[src/rtl/clk_en_pkg.sv]
// -----------------------------------------------------------------------------
// clk_en_pkg
// Shared types and helpers for the multi-channel clock-enable generator.
//   clk_en_mode_e     : channel output mode (pulse strobe or square toggle)
//   CLK_EN_CNT_WIDTH  : default width of divisor and per-channel counter
//   clk_en_ch_width() : width of a channel index (never less than 1 bit)
// -----------------------------------------------------------------------------
package clk_en_pkg;

   typedef enum logic {
      CLK_EN_PULSE  = 1'b0,
      CLK_EN_TOGGLE = 1'b1
   } clk_en_mode_e;

   localparam int CLK_EN_CNT_WIDTH = 16;

   function automatic int clk_en_ch_width(input int num_ch);
      return (num_ch > 1) ? $clog2(num_ch) : 1;
   endfunction

endpackage : clk_en_pkg

[src/rtl/clk_en_channel.sv]
// -----------------------------------------------------------------------------
// clk_en_channel
// One channel of the clock-enable generator: period counter, active
// divisor/mode, a one-deep pending update and the registered output.
// A pending update is applied at the period boundary (counter wrap) while
// running, or on the next edge while stopped.
//
// Optional feature macro: CLK_EN_PHASE_EN adds a start phase that is loaded
// into the counter on apply and whenever the channel is stopped.
//
// Ports
//   in_clk    : clock
//   reset_n   : asynchronous active-low reset
//   run       : channel running (global enable AND channel enable)
//   wr_en     : store a legal update (only asserted while not pending)
//   wr_div    : new divisor (non-zero)
//   wr_mode   : new output mode
//   wr_phase  : new start phase (CLK_EN_PHASE_EN only)
//   pending   : an update is stored and not yet applied
//   clk_en    : registered clock-enable output
// -----------------------------------------------------------------------------
module clk_en_channel
   import clk_en_pkg::*;
#(
   parameter int CNT_WIDTH   = CLK_EN_CNT_WIDTH,
   parameter int DEFAULT_DIV = 2
) (
   input  logic                 in_clk,
   input  logic                 reset_n,
   input  logic                 run,
   input  logic                 wr_en,
   input  logic [CNT_WIDTH-1:0] wr_div,
   input  clk_en_mode_e         wr_mode,
`ifdef CLK_EN_PHASE_EN
   input  logic [CNT_WIDTH-1:0] wr_phase,
`endif
   output logic                 pending,
   output logic                 clk_en
);

   logic [CNT_WIDTH-1:0] cnt;
   logic [CNT_WIDTH-1:0] div;
   logic [CNT_WIDTH-1:0] new_div;
   clk_en_mode_e         mode;
   clk_en_mode_e         new_mode;

   logic                 wrap;
   logic                 apply;
   logic [CNT_WIDTH-1:0] stop_cnt;   // counter value while stopped
   logic [CNT_WIDTH-1:0] wrap_cnt;   // counter value after a wrap

`ifdef CLK_EN_PHASE_EN
   logic [CNT_WIDTH-1:0] phase;
   logic [CNT_WIDTH-1:0] new_phase;
`endif

   // NOTE: every always_comb output gets a default first so no path can
   // leave it unassigned and infer a latch.
   always_comb begin
      wrap  = (cnt == div - 1'b1);
      apply = pending && (!run || wrap);
`ifdef CLK_EN_PHASE_EN
      stop_cnt = apply ? new_phase : phase;
      wrap_cnt = apply ? new_phase : '0;
`else
      stop_cnt = '0;
      wrap_cnt = '0;
`endif
   end

   // NOTE: state is updated with non-blocking assignments so every flop
   // samples the pre-edge values regardless of statement order.
   always_ff @(posedge in_clk or negedge reset_n) begin
      if (!reset_n) begin
         cnt       <= '0;
         div       <= CNT_WIDTH'(DEFAULT_DIV);
         mode      <= CLK_EN_PULSE;
         new_div   <= CNT_WIDTH'(DEFAULT_DIV);
         new_mode  <= CLK_EN_PULSE;
         pending   <= 1'b0;
         clk_en    <= 1'b0;
`ifdef CLK_EN_PHASE_EN
         phase     <= '0;
         new_phase <= '0;
`endif
      end else begin
         // wr_en is gated by !pending upstream, so it never meets apply.
         if (wr_en) begin
            pending   <= 1'b1;
            new_div   <= wr_div;
            new_mode  <= wr_mode;
`ifdef CLK_EN_PHASE_EN
            new_phase <= wr_phase;
`endif
         end

         if (apply) begin
            pending <= 1'b0;
            div     <= new_div;
            mode    <= new_mode;
`ifdef CLK_EN_PHASE_EN
            phase   <= new_phase;
`endif
         end

         if (!run) begin
            cnt    <= stop_cnt;
            clk_en <= 1'b0;
         end else if (wrap) begin
            cnt <= wrap_cnt;
            // The closing edge of the old period still strobes in pulse
            // mode; a fresh toggle period always starts low.
            if (apply && new_mode == CLK_EN_TOGGLE)
               clk_en <= 1'b0;
            else if (mode == CLK_EN_PULSE)
               clk_en <= 1'b1;
            else
               clk_en <= !clk_en;
         end else begin
            cnt <= cnt + 1'b1;
            if (mode == CLK_EN_PULSE)
               clk_en <= 1'b0;
         end
      end
   end

endmodule : clk_en_channel

[src/rtl/clk_en_gen_multi.sv]
// -----------------------------------------------------------------------------
// clk_en_gen_multi
// Multi-channel programmable clock-enable generator. Each channel emits a
// one-cycle strobe every div cycles (pulse mode) or a square enable that
// inverts every div cycles (toggle mode). Divisor and mode are updated via
// a valid/ready port; updates take effect at the channel's period boundary.
//
// Optional feature macro: CLK_EN_PHASE_EN adds cfg_phase, a start offset for
// the channel counter; requests with cfg_phase >= cfg_div are rejected.
//
// Ports
//   in_clk     : clock, rising edge
//   reset_n    : asynchronous active-low reset
//   enable     : global run, low stops every channel
//   ch_en      : per-channel run
//   cfg_valid  : configuration request
//   cfg_ready  : target channel has no pending update
//   cfg_ch     : target channel index
//   cfg_div    : new divisor (0 is rejected)
//   cfg_mode   : 0 = pulse, 1 = toggle
//   cfg_phase  : start phase (CLK_EN_PHASE_EN only)
//   cfg_err    : one-cycle pulse after a rejected request
//   clk_en     : per-channel registered clock-enable
// -----------------------------------------------------------------------------
module clk_en_gen_multi
   import clk_en_pkg::*;
#(
   parameter  int NUM_CH      = 4,
   parameter  int CNT_WIDTH   = CLK_EN_CNT_WIDTH,
   parameter  int DEFAULT_DIV = 2,
   localparam int CH_W        = clk_en_ch_width(NUM_CH)
) (
   input  logic                 in_clk,
   input  logic                 reset_n,
   input  logic                 enable,
   input  logic [NUM_CH-1:0]    ch_en,
   input  logic                 cfg_valid,
   output logic                 cfg_ready,
   input  logic [CH_W-1:0]      cfg_ch,
   input  logic [CNT_WIDTH-1:0] cfg_div,
   input  logic                 cfg_mode,
`ifdef CLK_EN_PHASE_EN
   input  logic [CNT_WIDTH-1:0] cfg_phase,
`endif
   output logic                 cfg_err,
   output logic [NUM_CH-1:0]    clk_en
);

   logic [NUM_CH-1:0] pending;
   logic [NUM_CH-1:0] wr_en;
   logic              ch_ok;
   logic              req_bad;
   logic              accept;

   always_comb begin
      ch_ok = ({1'b0, cfg_ch} < (CH_W + 1)'(NUM_CH));

      // Out-of-range indices stay ready so the request is taken and flagged.
      cfg_ready = 1'b1;
      for (int i = 0; i < NUM_CH; i++)
         if (cfg_ch == CH_W'(i))
            cfg_ready = !pending[i];

      accept  = cfg_valid && cfg_ready;
      req_bad = !ch_ok || (cfg_div == '0)
`ifdef CLK_EN_PHASE_EN
                || (cfg_phase >= cfg_div)
`endif
                ;

      wr_en = '0;
      for (int i = 0; i < NUM_CH; i++)
         wr_en[i] = accept && !req_bad && (cfg_ch == CH_W'(i));
   end

   always_ff @(posedge in_clk or negedge reset_n) begin
      if (!reset_n)
         cfg_err <= 1'b0;
      else
         cfg_err <= accept && req_bad;
   end

   for (genvar g = 0; g < NUM_CH; g++) begin : g_ch
      clk_en_channel #(
         .CNT_WIDTH   (CNT_WIDTH),
         .DEFAULT_DIV (DEFAULT_DIV)
      ) u_ch (
         .in_clk   (in_clk),
         .reset_n  (reset_n),
         .run      (enable && ch_en[g]),
         .wr_en    (wr_en[g]),
         .wr_div   (cfg_div),
         .wr_mode  (clk_en_mode_e'(cfg_mode)),
`ifdef CLK_EN_PHASE_EN
         .wr_phase (cfg_phase),
`endif
         .pending  (pending[g]),
         .clk_en   (clk_en[g])
      );
   end

endmodule : clk_en_gen_multi

[config.mk]
export PLATFORM = sky130hd
export DESIGN_NAME = clk_en_gen_multi
export DESIGN_NICKNAME = d
export VERILOG_FILES = /design/src/rtl/clk_en_pkg.sv /design/src/rtl/clk_en_channel.sv /design/src/rtl/clk_en_gen_multi.sv
export SDC_FILE = /design/constraint.sdc
export NUM_CORES = 1
export LEC_CHECK = 0
export ABC_AREA = 1
export BUFFER_PORTS_ARGS = -buffer_cell sky130_fd_sc_hd__clkbuf_2
export CORE_MARGIN = 1.5
export CORE_UTILIZATION = 40
export CTS_CLUSTER_DIAMETER = 80
export DETAILED_ROUTE_END_ITERATION = 7
export SYNTH_ARGS = -nofsm -noshare
export SYNTH_HDL_FRONTEND = slang
export SYNTH_HIERARCHICAL = 1
export SYNTH_SLANG_ARGS = --single-unit
[constraint.sdc]
create_clock -name in_clk -period 4.1 [get_ports in_clk]
set_input_delay 0.205 -clock in_clk [delete_from_list [all_inputs] [get_ports in_clk]]
set_output_delay 0.205 -clock in_clk [all_outputs]
set_load 0.01 [all_outputs]
==> metrics list <==
- Endpoint type of the worst setup path: register
* H-tree Lvls: 1
- The worst-case IR drop observed on VDD is roughly 0.3 mV.
* Final clock period utilization by the worst path: a little under two thirds
- The worst register-to-register path has a setup slack of about 1.5 ns.
* TritonCTS clock tree: built
* Slowest cell delay on critical path: roughly 0.40 ns
- In this design, the critical path's most frequently occurring cell is sky130_fd_sc_hd__nand2_1.
* Data arrival, critical path: 3.01 ns
* First-pass GRT wire length: 44700 um
- Count of different cell masters after synthesis: 40
- Largest net degree at the start of global routing: 122
- Tmin final: 2.61 ns
- Clock root buffer: sky130_fd_sc_hd__clkbuf_16
- Summed over all layers, the global routing overflow is 0.
- Counting every net in the synthesized netlist gives around 1.5k.
- DP Worst Slack: ~1.5 ns
- Clock-pin transition on the worst setup and hold timing paths: ~0.06 ns
- Nature of the critical path startpoint: register
- The routed layout has 8969 vias.
* Yosys Warn Count: 6
* Fraction of met3 tracks used by global routing: 2.37%
* HPWL after DPL: 18500 um
- F_max: around 380 MHz
- Reg2Reg Depth: 15
* Core Box Area: 28700 sq um
- RR Endpoint: g_ch[1].u_ch/div[15]$_DFFE_PN0N_
- Total wirelength of the detailed-routed design: 26000 um
* Initial antenna violation count: 0
- In the routed layout, each cell is associated on average with a via count of 4.84.
- Dividing the detail-routed wire length by the instance count gives between 10 and 15 um.
* Clock latency on the worst-skew pair: between 0.5 and 0.6 ns
- Static Leak: ~6.1 nW
- The share of the Yosys chip area taken by registers is between 40 and 50%.
* Vias in the first global route: between 8k and 9k
- Maximum count of clock buffers along a single path: 3
- In the final layout, the share of cells above drive strength 1 is approximately 17%.
- Final Hold Vio Count: 0
- The largest individual stage delay along the critical path comes from the cell sky130_fd_sc_hd__dfrtp_1.
* Largest driver fanout on the critical path: 30
* Relative slew margins: 39.4%
- Synthesis inferred roughly 210 register bits.
- Commonest register cell after synthesis: sky130_fd_sc_hd__dfrtp_1
- Netlist Area Pre-Place: 11700 sq um
* Number of sinks on the clock net: 209
- Critical path start-end classification: reg -> reg
- In the synthesized netlist the async set-or-reset flop fraction comes to 100%.
* Cts bufs inserted: 24
- The critical path starts at g_ch[1].u_ch/div[0]$_DFFE_PN0N_.
- Across the routed clock network, the largest skew measured is 0.00596 ns.
- Vertical extent of the die: around 170 um
- Number of nets with antenna violations after routing: 0
- Worst R2R Start: g_ch[1].u_ch/div[0]$_DFFE_PN0N_
* Total of endpoints with negative setup slack in the final report: 0
* Number of buffers inserted by hold repair at cts: 1
- Outcome: finished clean
- I/O Buffers: 32
- The critical path goes through inv_1, ha_1, nand2_2, nor2_2, nand2_1, nand3_1, nand2_1, nor2_1, nand3_1, inv_2, nand2_2, nand2_4, nand2_4, nand2_1, nand2_1.
- Final weighted congestion in routability-driven placement: between 0.8 and 0.9
- Global routing met2 resource utilization: 29.5%
* Slew at the pin closest to its max-slew limit: about 0.91 ns
- Total power density per cell area: approximately 650 nW/um^2
* Number of design-rule violations left by the first detailed-router iteration: approximately 540
- The number of slew-limit violations in the final report came to 0.
- Global routing used between 15 and 20% of the available tracks across all layers.
- Critical path data required time: 4.50 ns
- DR DRC count: 0
- For this run, the post-layout net count is approximately 1.5k.
* Busiest metal layer after global routing: met2
* Mean post-synth cell area: 8.20 sq um
- Initial standard-cell utilization of the core: 40.7%
- In this run the post-CTS setup repair buffer count came out at 0.
- Type of the worst min-delay path: in -> reg
* Max cap viols: 0
- 33 I/O pins were placed.
- The number of buffers and inverters on the critical path is 2.
* Antenna diode count: 0
- After routing, the total negative slack on setup checks comes to 0 ns.
- The library cell used most frequently in the layout, excluding fill and tap cells, is sky130_fd_sc_hd__nand2_1.
- Number of instances resized during post-cts repair: 0
- The synthesized design contains 0 enable-type register cells.
- Worst-case setup margin in the final layout: 1.49 ns
- Final core utilization: around 45%
- The area growth from synthesis to layout is 11.1%.
- GRT met1 Usage: between 20% and 30%
- In this run the worst setup path terminates at g_ch[1].u_ch/div[15]$_DFFE_PN0N_.
- Width of the die: about 170 um
- Grouping stages by cell kind, the critical path spends the most delay in simple AND/OR/NAND/NOR gates.
* Stages on the worst setup path: 15
* Unrepaired setup endpoints after global routing: no
* Number of placement rows: a little over 60
- The library cells used most frequently in the layout, excluding fill and tap cells, are sky130_fd_sc_hd__nand2_1 (404), sky130_fd_sc_hd__dfrtp_1 (201), sky130_fd_sc_hd__nor2_1 (151), sky130_fd_sc_hd__nand3_1 (142), sky130_fd_sc_hd__inv_1 (124).
- Synth Instances: 1423
- Hold timing on the final database bottoms out at a slack of 0.0120 ns.
* Die footprint: 30200 sq um
- The pre-antenna-repair detailed-routing pass consisted of 5 iterations.
sequential cells by signal (all words and copies together), names as in the netlist:
name and flops:
g_ch.u_ch/cnt 64, g_ch.u_ch/pending 4, g_ch.u_ch/new_div 64, g_ch.u_ch/div 64, g_ch.u_ch/new_mode 4, cfg_err 1, g_ch.u_ch/clk_en 4, g_ch.u_ch/mode 4
area by class of cell:
cell class | count | area [sq um]
Timing Repair Buffer | 39 | 238
Fill cell | 2882 | 15700
Inverter | 136 | 510
Multi-Input combinational cell | 1044 | 5680
Clock buffer | 27 | 633
Sequential cell | 209 | 5240
Clock inverter | 16 | 194
Tap cell | 384 | 480
logic make-up (layout without fill, tap and decap cells):
group,Yosys count,in the layout,share of synthesized area (%)
compound gates,43,43,2.25
xor+xnor,84,84,6.30
fa+ha+maj,8,8,0.857
buf+inv,170,218,6.47
flops,209,209,44.9
mux,64,64,6.17
simple gates,845,845,33.1
cell usage after synthesis (all sizes together), types with 2 or more instances:
| master | instances | share of area (%) |
|---|---|---|
| a21oi | 24 | 1.3 |
| nand4 | 15 | 0.80 |
| clkbuf | 15 | 0.48 |
| and2 | 4 | 0.21 |
| o2111ai | 4 | 0.30 |
| nor4 | 2 | 0.11 |
| nor3 | 23 | 1.2 |
| or2 | 11 | 0.59 |
| o21ai | 14 | 0.60 |
| nand3b | 20 | 1.3 |
| nand3 | 144 | 6.3 |
| ha | 8 | 0.86 |
| mux2 | 64 | 6.2 |
| nor3b | 6 | 0.43 |
| nand2 | 429 | 15 |
| xor2 | 30 | 2.3 |
| dfrtp | 201 | 43 |
| nor2 | 191 | 7.5 |
| inv | 136 | 4.4 |
| buf | 19 | 1.6 |
| dfstp | 8 | 1.8 |
| xnor2 | 54 | 4.1 |
power breakdown:
group	switching, mW	internal, mW	leakage [nW]
registers	0.688	2.67	2.66
logic	1.63	1.18	3.03
clock network	0.876	1.36	0.399
total	3.19	5.22	6.08
through the flow:
step / power (mW) / instance area [sq um] / cells
floorplan: 5.59 / 11700 / 1423
global placement: 6.13 / 12100 / 1811
detailed placement: 6.22 / 12100 / 1811
CTS: 8.51 / 13000 / 1855
global route: 9.10 / 13000 / 1855
finish: 8.41 / 13000 / 1855
per-layer routing:
layer  share of wire (%)  vias to the layer above
met5                   0                        -
met4                 2.0                        0
met3                 3.2                       31
met2                  46                      109
met1                  49                     4259
li1                    -                     4570
worst min-delay path by stage:
stage	cells after the start	to	from	slack, ns
finish	3	cfg_err$_DFF_PN0_	cfg_valid	0.01
global route	3	cfg_err$_DFF_PN0_	cfg_valid	0.02
global placement	1	g_ch[2].u_ch/cnt[4]$_DFF_PN0_	reset_n	0.37
CTS	3	cfg_err$_DFF_PN0_	cfg_valid	0.01
floorplan	0	cfg_err$_DFF_PN0_	reset_n	-0.09
detailed placement	1	g_ch[2].u_ch/cnt[4]$_DFF_PN0_	reset_n	0.38
worst reg2reg max path, delay by kind of cell, from the launching register on:
kind / cells / cell delay, ns
adder cells (fa/ha/maj): 1 / 0.29
buffers and inverters: 2 / 0.25
flip-flops: 1 / 0.40
AND/OR/NAND/NOR: 12 / 1.55
(Power assumes the default switching activity.)
